==> src/rtl/fc_argmax_pkg.sv <==
// fc_argmax_pkg
// Shared types and helpers for the fc_argmax classifier stage.
//   state_e   : top-level FSM states (HOLD exists only in the non-overlap build)
//   idx_width : width of an index into an M-element vector, never below 1
package fc_argmax_pkg;

    typedef enum logic {
        COLLECT = 1'b0,
        HOLD    = 1'b1
    } state_e;

    function automatic int idx_width(input int m);
        return (m <= 1) ? 1 : $clog2(m);
    endfunction

endpackage

==> src/rtl/fc_argmax_if.sv <==
// fc_argmax_if
// Groups both handshakes of fc_argmax.
//   input side : input_valid, input_ready, input_data[T-1:0]
//   output side: output_valid, output_ready, output_index[IW-1:0], output_max[T-1:0]
//   slave  : view of fc_argmax itself
//   master : view of the environment (fc layer upstream plus the next consumer)
interface fc_argmax_if
    import fc_argmax_pkg::*;
#(
    parameter int M = 4,
    parameter int T = 12
);
    localparam int IW = idx_width(M);

    logic          input_valid;
    logic          input_ready;
    logic [T-1:0]  input_data;
    logic          output_valid;
    logic          output_ready;
    logic [IW-1:0] output_index;
    logic [T-1:0]  output_max;

    modport slave (
        input  input_valid, input_data, output_ready,
        output input_ready, output_valid, output_index, output_max
    );

    modport master (
        output input_valid, input_data, output_ready,
        input  input_ready, output_valid, output_index, output_max
    );

endinterface

==> src/rtl/fc_argmax_track.sv <==
// fc_argmax_track
// Element counter plus running signed maximum over one vector.
//   clk, reset : clock, async active-high reset
//   accept_i   : an element is transferred this cycle
//   data_i     : the element (signed, T bits)
//   last_o     : current element position is M-1
//   idx_o/val_o: argmax/max including the element on data_i (valid when
//                accept_i && last_o, used by the top to load the result)
module fc_argmax_track
    import fc_argmax_pkg::*;
#(
    parameter int M = 4,
    parameter int T = 12
) (
    input  logic                     clk,
    input  logic                     reset,
    input  logic                     accept_i,
    input  logic [T-1:0]             data_i,
    output logic                     last_o,
    output logic [idx_width(M)-1:0]  idx_o,
    output logic [T-1:0]             val_o
);
    localparam int            IW   = idx_width(M);
    localparam logic [IW-1:0] LAST = IW'(M - 1);

    logic [IW-1:0] cnt_q, cnt_d;
    logic [IW-1:0] best_idx_q, best_idx_d;
    logic [T-1:0]  best_val_q, best_val_d;

    assign last_o = (cnt_q == LAST);

    // Strict compare: ties keep the earlier (lower) index.
    always_comb begin
        idx_o = best_idx_q;
        val_o = best_val_q;
        if ((cnt_q == '0) || ($signed(data_i) > $signed(best_val_q))) begin
            idx_o = cnt_q;
            val_o = data_i;
        end
    end

    always_comb begin
        cnt_d      = cnt_q;
        best_idx_d = best_idx_q;
        best_val_d = best_val_q;
        if (accept_i) begin
            cnt_d      = last_o ? '0 : cnt_q + IW'(1);
            best_idx_d = idx_o;
            best_val_d = val_o;
        end
    end

    always_ff @(posedge clk or posedge reset) begin
        if (reset) begin
            cnt_q      <= '0;
            best_idx_q <= '0;
            best_val_q <= '0;
        end else begin
            cnt_q      <= cnt_d;
            best_idx_q <= best_idx_d;
            best_val_q <= best_val_d;
        end
    end

endmodule

==> src/rtl/fc_argmax.sv <==
// fc_argmax
// Argmax classifier behind the fc layer: M signed T-bit activations in,
// one (index, max) result out per vector, valid/ready on both sides.
//   clk, reset : clock, async active-high reset
//   bus        : fc_argmax_if.slave (input_* from fc layer, output_* to consumer)
// Build option: FC_ARGMAX_OVERLAP_EN
//   undefined : COLLECT/HOLD; input stalls while a result is pending
//   defined   : no HOLD; next vector is collected while the result is
//               presented, stalling only its last element
//
// state   | meaning
// COLLECT | accepting elements of the current vector
// HOLD    | result pending, input stalled (non-overlap build only)
module fc_argmax
    import fc_argmax_pkg::*;
#(
    parameter int M = 4,
    parameter int T = 12
) (
    input logic        clk,
    input logic        reset,
    fc_argmax_if.slave bus
);
    localparam int IW = idx_width(M);

    logic          accept;
    logic          out_hs;
    logic          in_ready;
    logic          last;
    logic [IW-1:0] fin_idx;
    logic [T-1:0]  fin_val;

    logic          out_valid_q;
    logic [IW-1:0] out_idx_q;
    logic [T-1:0]  out_max_q;

    assign accept = bus.input_valid && in_ready;
    assign out_hs = out_valid_q && bus.output_ready;

    fc_argmax_track #(.M(M), .T(T)) u_track (
        .clk      (clk),
        .reset    (reset),
        .accept_i (accept),
        .data_i   (bus.input_data),
        .last_o   (last),
        .idx_o    (fin_idx),
        .val_o    (fin_val)
    );

`ifdef FC_ARGMAX_OVERLAP_EN
    // Only the last element needs the result register free; it may go in on
    // the same edge that hands the old result off.
    assign in_ready = !reset && !(last && out_valid_q && !bus.output_ready);

    always_ff @(posedge clk or posedge reset) begin
        if (reset) begin
            out_valid_q <= 1'b0;
            out_idx_q   <= '0;
            out_max_q   <= '0;
        end else if (accept && last) begin
            out_valid_q <= 1'b1;
            out_idx_q   <= fin_idx;
            out_max_q   <= fin_val;
        end else if (out_hs) begin
            out_valid_q <= 1'b0;
        end
    end
`else
    state_e state_q;

    assign in_ready = !reset && (state_q == COLLECT);

    always_ff @(posedge clk or posedge reset) begin
        if (reset) begin
            state_q     <= COLLECT;
            out_valid_q <= 1'b0;
            out_idx_q   <= '0;
            out_max_q   <= '0;
        end else begin
            case (state_q)
                COLLECT: begin
                    if (accept && last) begin
                        state_q     <= HOLD;
                        out_valid_q <= 1'b1;
                        out_idx_q   <= fin_idx;
                        out_max_q   <= fin_val;
                    end
                end
                HOLD: begin
                    if (out_hs) begin
                        state_q     <= COLLECT;
                        out_valid_q <= 1'b0;
                    end
                end
                default: state_q <= COLLECT;
            endcase
        end
    end
`endif

    assign bus.input_ready  = in_ready;
    assign bus.output_valid = out_valid_q;
    assign bus.output_index = out_idx_q;
    assign bus.output_max   = out_max_q;

endmodule
==> src/flat_wrapper.sv <==
// flat-port wrapper written by rule: the top's interface ports become plain ports
module fc_argmax_flat import fc_argmax_pkg::*;
#(
    parameter int M = 4,
    parameter int T = 12
)
  (clk, reset, bus_input_valid, bus_input_data, bus_output_ready, bus_input_ready, bus_output_valid, bus_output_index, bus_output_max);
  fc_argmax_if #(.M(M), .T(T)) bus_i ();
  input logic clk;
  input logic reset;
  input wire logic [$bits(bus_i.input_valid)-1:0] bus_input_valid;
  input wire logic [$bits(bus_i.input_data)-1:0] bus_input_data;
  input wire logic [$bits(bus_i.output_ready)-1:0] bus_output_ready;
  output wire logic [$bits(bus_i.input_ready)-1:0] bus_input_ready;
  output wire logic [$bits(bus_i.output_valid)-1:0] bus_output_valid;
  output wire logic [$bits(bus_i.output_index)-1:0] bus_output_index;
  output wire logic [$bits(bus_i.output_max)-1:0] bus_output_max;
  assign bus_i.input_valid = bus_input_valid;
  assign bus_i.input_data = bus_input_data;
  assign bus_i.output_ready = bus_output_ready;
  assign bus_input_ready = bus_i.input_ready;
  assign bus_output_valid = bus_i.output_valid;
  assign bus_output_index = bus_i.output_index;
  assign bus_output_max = bus_i.output_max;
  fc_argmax #(.M(M), .T(T)) u_core (.clk(clk), .reset(reset), .bus(bus_i));
endmodule
==> config.mk <==
export PLATFORM = sky130hd
export DESIGN_NAME = fc_argmax_flat
export DESIGN_NICKNAME = d
export VERILOG_FILES = /design/src/rtl/fc_argmax_pkg.sv /design/src/rtl/fc_argmax_if.sv /design/src/rtl/fc_argmax_track.sv /design/src/rtl/fc_argmax.sv /design/src/flat_wrapper.sv
export SDC_FILE = /design/constraint.sdc
export NUM_CORES = 1
export LEC_CHECK = 0
export CAP_MARGIN = 15
export CORE_ASPECT_RATIO = 0.7
export CORE_MARGIN = 2
export CORE_UTILIZATION = 47
export DETAILED_ROUTE_END_ITERATION = 10
export GPL_ROUTABILITY_DRIVEN = 0
export HOLD_SLACK_MARGIN = 0.15
export PLACE_DENSITY = 0.76
export SKIP_LAST_GASP = 1
export SYNTH_ARGS = -nofsm -noshare
export SYNTH_HDL_FRONTEND = slang
export SYNTH_SLANG_ARGS = --single-unit
==> constraint.sdc <==
create_clock -name clk -period 2.08 [get_ports clk]
set_input_delay 0.208 -clock clk [delete_from_list [all_inputs] [get_ports clk]]
set_output_delay 0.208 -clock clk [all_outputs]
set_load 0.1 [all_outputs]
Yosys cells after proc, flatten, opt, wreduce, memory -nomap -nowiden:

Cells that the tools add are included.

* word-level logic and storage cells: 31
* output and inout bits: 16
* register bits after elaboration: 32
* bits of input ports: 16

* reduce and logical (&&, ||, !) cells: 9
* multiplexer cells: 9
* order comparisons: 1
* equal/unequal tests: 3
* bitwise gates (word level): 1
* $add $sub $neg: 1

Operators by type and width (count)
* greater-than comparator 12 bit: 1
* two-way mux 12 bit: 1
* logical AND 1 bit: 4
* two-way mux 1 bit: 4
* two-way mux 2 bit: 2
* one-hot mux 1 bit (2 select lines): 2
* AND reduction 2 bit: 2
* adder 2 x 1 -> 2 bit (second input constant): 1
* == test 2 bit (second input constant): 1
* logical NOT 2 bit: 1
* inequality test 2 x 1 -> 1 bit (second input constant): 1
* inequality test 2 bit (second input constant): 1
* logical NOT 1 bit: 1
* logical OR 1 bit: 1
* NOT 1 bit: 1

Depth between registers and ports, before layout:

* word-level depth: 6
* mapped depth: 11
* depth with buffers taken out: 8

Modules after synthesis:

A second synthesis with hierarchy kept.

* cell total of the unflattened synthesis: 227
* area, all modules: 2273.4 µm²

By module, submodules not included
* fc_argmax_track: instances 1, cells an instance 186, area each 1596.5 µm², sequential area each 400.4 µm²
* fc_argmax: instances 1, cells an instance 41, area each 676.9 µm², sequential area each 400.4 µm²

Worst setup path before layout:

Ideal clock, no wire load.

* path type: register to register
* start point: register u_core.state_q
* end point: register u_core.u_track.best_idx_q[1]
* path slack: -841 ps
* path buffers: 2
* period minus slack after synthesis: 2921 ps
* cell stages (with the launch flop): 7
* data arrival time: 2796 ps
* library setup time: 125 ps
* required time: 1955 ps
* path through: dfrtp_1 -> nor2_1 -> nand2_1 -> nor2b_4 -> buf_6 -> buf_12 -> mux2_4

* cells in the longest elaborated chain, start to end: 3

RTL lines
* start: declaration: line fc_argmax.sv:69 `state_e state_q;`
* start signal: assignment: line fc_argmax.sv:75 `state_q <= COLLECT;`
* start signal: assignment: line fc_argmax.sv:83 `state_q <= HOLD;`
* start signal: assignment: line fc_argmax.sv:91 `state_q <= COLLECT;`
* NOT 1 bit (no source line)
* logical AND 1 bit: line fc_argmax.sv:71 `assign in_ready = !reset && (state_q == COLLECT);`
* via bus_input_ready: line flat_wrapper.sv:14 `output wire logic [$bits(bus_i.input_ready)-1:0] bus_input_ready;`
* logical AND 1 bit: line fc_argmax.sv:37 `assign accept = bus.input_valid && in_ready;`
* end signal: assignment: line fc_argmax_track.sv:60 `best_idx_q <= best_idx_d;`
* end: declaration: line fc_argmax_track.sv:27 `logic [IW-1:0] best_idx_q, best_idx_d;`

The timed path passes the listed nets, and every way through them passes these cells.
A chain may end at the register's enable or synchronous reset.

Worst setup path in the final report:

* start point: input bus_input_data[11]
* end point: register u_core.u_track.best_val_q[7]

* cells in the longest elaborated chain, start to end: 3

RTL lines
* start: declaration: line flat_wrapper.sv:12 `input wire logic [$bits(bus_i.input_data)-1:0] bus_input_data;`
* greater-than comparator 12 bit: line fc_argmax_track.sv:36 `if ((cnt_q == '0) || ($signed(data_i) > $signed(best_val_q))) begin`
* logical OR 1 bit: line fc_argmax_track.sv:36
* two-way mux 12 bit: line fc_argmax_track.sv:36
* end signal: assignment: line fc_argmax_track.sv:61 `best_val_q <= best_val_d;`
* end: declaration: line fc_argmax_track.sv:28 `logic [T-1:0] best_val_q, best_val_d;`

Every way passes these cells.

==> impl_table.tex <==
\begin{tabular}{lr}
\hline
Metric & Value \\
\hline
\multicolumn{2}{l}{\textbf{Job}} \\
Max-Cap Viols & 0 \\
\multicolumn{2}{l}{\textbf{Floorplan}} \\
Floorplan die height & 55.0 microns \\
Core Footprint & 3540 sq um \\
Count of boundary I/O pins & 32 \\
Placement Rows & 18 \\
Die outline width & 76.8 microns \\
Overall die area & 4220 sq um \\
Starting density of the core & 49.3\% \\
\multicolumn{2}{l}{\textbf{STA}} \\
Slew @ Worst Pin & 0.280 ns \\
Setup repair after global routing missed its margin & yes \\
Fmax & 460 MHz \\
Worst Setup Slack, final & -0.0931 ns \\
Final Slew Violations & 0 \\
Final hold violation count & 0 \\
Worst clock skew on the final layout & 0.00336 ns \\
Post-Route Setup TNS & -1.37 ns \\
Final min period & 2.17 ns \\
Share of the cycle needed by the critical path after routing & 104\% \\
Relative slew slack & 81.5\% \\
Number of setup violations in the final report & 26 \\
\multicolumn{2}{l}{\textbf{Yosys}} \\
Top cell type's share of synthesized area & 45.9\% \\
Post-Synth XOR/XNOR Area & 0\% \\
EDFF count, synth & 0 \\
Synth Instances & 154 \\
Main combinational cell family by area after synthesis & multiplexers \\
Syn. warnings & 0 \\
Share of synthesized flip-flops with an asynchronous set or reset & 100\% \\
Share of cell area taken by muxes after synthesis & 19.9\% \\
Leading cell types by count after synthesis & 32 x dfrtp\_1, 20 x a21oi\_1, 17 x inv\_1, 16 x nor2\_1 \\
Compound-cell area share of the yosys netlist & 9.05\% \\
FF+latch count, synth & 32 \\
Largest cells by area after synthesis & dfrtp\_1 46\%, ha\_1 10\%, mux2\_4 8.6\%, mux2i\_1 8.0\%, a21oi\_1 5.7\% \\
Post-synthesis simple-gate area fraction & 8.04\% \\
Post-Synth Adder-Cell Area & 10.1\% \\
Top FF cell, synth & dfrtp\_1 \\
Post-Syn Area per Cell & 11.3 sq um \\
Post-synthesis instance area & 1740 sq um \\
Most frequent cell after synthesis & dfrtp\_1 \\
Unique masters post-synth & 25 \\
Top cell type by total area after synthesis & dfrtp\_1 \\
Synthesized Nets & 184 \\
Share of the yosys chip area belonging to registers & 45.9\% \\
\multicolumn{2}{l}{\textbf{Hold path}} \\
Worst min-delay path class & in -> async \\
\multicolumn{2}{l}{\textbf{Placed design}} \\
PortBufs & 31 \\
Instance count after placement with tap cells included & 252 \\
Detail Placement HPWL & 2720 microns \\
Area of placed instances & 2230 sq um \\
\multicolumn{2}{l}{\textbf{Clock tree}} \\
Clock Latency Late Sink & 0.28 ns \\
H-tree depth reported by CTS & 2 \\
Root buf cell & clkbuf\_8 \\
Clock slew seen by the registers of the worst setup and hold paths & 0.06 ns \\
Number of buffers inserted during clock tree synthesis & 5 \\
Clock tree from TritonCTS & done \\
Number of sinks handled by clock tree synthesis & 32 \\
Clk buf depth & 2 \\
CTS Hold Bufs & 0 \\
\multicolumn{2}{l}{\textbf{Outcome}} \\
Outcome & complete, but fails checks \\
Violated checks & negative setup slack \\
\multicolumn{2}{l}{\textbf{Layout}} \\
Area delta synth->final & 36.4\% \\
Post-route cell area & 2380 sq um \\
Number of nets in the layout & 240 \\
Fraction of layout cells with a size suffix above 1 & 36.1\% \\
\# diodes & 0 \\
Area used by multi-input combinational logic & 897 sq um \\
Cell Count, Final, Fillers Out & 258 \\
Number of fill cells & 291 \\
Sequential cell area & 801 sq um \\
\multicolumn{2}{l}{\textbf{Route}} \\
DRC violation count after routing & 0 \\
Vias per inst & 4.99 \\
Final wirelength & 3680 microns \\
WL per Instance & 14.3 microns \\
Number of design-rule violations left by the first detailed-router iteration & 37 \\
DR vias & 1288 \\
ANT nets after route & 0 \\
Length of the first detailed-routing pass in iterations & 4 \\
\multicolumn{2}{l}{\textbf{Global route}} \\
Total GRT Usage & 18.4\% \\
Vias in the first global route & 1316 \\
Initial antenna violation count & 0 \\
Global route total overflow & 0 \\
Global-route wire length before repair & 5840 microns \\
Pin count of the biggest net entering global routing & 19 \\
\multicolumn{2}{l}{\textbf{Setup path}} \\
Endpoint of the lowest-slack register-to-register path & u\_core.u\_track.best\_val\_q[2] \\
FF-to-FF path depth & 8 \\
Crit Path Category & in -> reg \\
Sort of element at the start of the critical path & primary input \\
CP Data Arrival Time & 2.34 ns \\
RR Startpoint & u\_core.u\_track.best\_val\_q[7] \\
Flop-to-flop setup slack & -0.09 ns \\
Sort of element at the end of the critical path & register \\
Highest fanout seen on the critical path & 10 \\
Worst EP required & 2.24 ns \\
\hline
\end{tabular}
-- kinds of logic after synthesis --
| kind of cell | Yosys count |
|---|---|
| muxes | 29 |
| adders and majority gates | 14 |
| AOI/OAI and AO/OA | 27 |
| and+or+nand+nor | 28 |
| DFF | 32 |
| buffers and inverters | 24 |
-- worst max path at each step --
stage | start | to | slack [ns]
CTS | u_core.u_track.best_val_q[1] | u_core.u_track.best_val_q[7] | -0.05
global route | u_core.u_track.best_val_q[9] | u_core.u_track.best_val_q[7] | -0.15
floorplan | u_core.u_track.best_val_q[5] | u_core.u_track.best_idx_q[1] | -0.11
global placement | bus_input_data[1] | u_core.u_track.best_val_q[2] | -0.28
detailed placement | bus_input_data[1] | u_core.u_track.best_val_q[2] | -0.35
finish | bus_input_data[11] | u_core.u_track.best_val_q[7] | -0.09
-- layer usage --
layer	vias to the layer above	share of wire, %	global-route usage (%)
met2	28	49	33.8
met5	-	0	0
met1	610	44	21.7
li1	642	-	-
met4	0	1.3	5.45
met3	8	4.9	5.36
-- metrics by stage --
stage / util (%) / hold WS [ns] / setup slack, ns
after floorplan: - / 0.298 / -0.110
after global placement: 63.1 / 0.497 / -0.284
after detailed placement: 63.1 / 0.495 / -0.352
after CTS: 66.2 / 0.344 / -0.0545
after global routing: 67.2 / 0.369 / -0.154
final: 67.2 / 0.342 / -0.0931
-- flip-flops by register name, indices dropped and copies added, names as in the netlist --
register / flops
u_core.state_q: 1
u_core.bus.output_max: 12
u_core.bus.output_valid: 1
u_core.u_track.best_val_q: 12
u_core.u_track.cnt_q: 2
u_core.bus.output_index: 2
u_core.u_track.best_idx_q: 2
-- cell usage in the layout, fill, tap and decap left out, types with 5 or more instances in the layout --
| cell | synthesis | final |
|---|---|---|
| buf_4 | 0 | 38 |
| dfrtp_1 | 32 | 32 |
| a21oi_1 | 20 | 19 |
| nor2_1 | 16 | 15 |
| inv_1 | 17 | 14 |
| mux2i_1 | 14 | 14 |
| mux2_4 | 10 | 13 |
| clkdlybuf4s50_1 | 0 | 13 |
| ha_1 | 14 | 11 |
| clkbuf_8 | 0 | 5 |
-- critical path, cell delays in order --
cell	delay (ns)
clkdlybuf4s50_1	0.47
ha_4	0.30
nand4_1	0.23
nor3_2	0.27
a21oi_1	0.07
o32a_1	0.19
nor2b_4	0.15
buf_12	0.15
mux2_4	0.29
-- cell type report --
| cell class | count | area share, % |
|---|---|---|
| inverters | 17 | 2.68 |
| well taps | 50 | 2.63 |
| flip-flops and latches | 32 | 33.7 |
| multi-input cells | 98 | 37.7 |
| clock buffers | 5 | 2.89 |
| repair buffers | 56 | 20.4 |
-- what timing repair did --
item                                    in CTS  in global routing
setup buffers                                0                  1
resized for setup                           10                  6
pin swaps                                    4                  4
endpoints found under the setup margin      28                 28
Power is not shown: default switching activity piles up to over one toggle a cycle in this logic, so the estimate is an artifact.
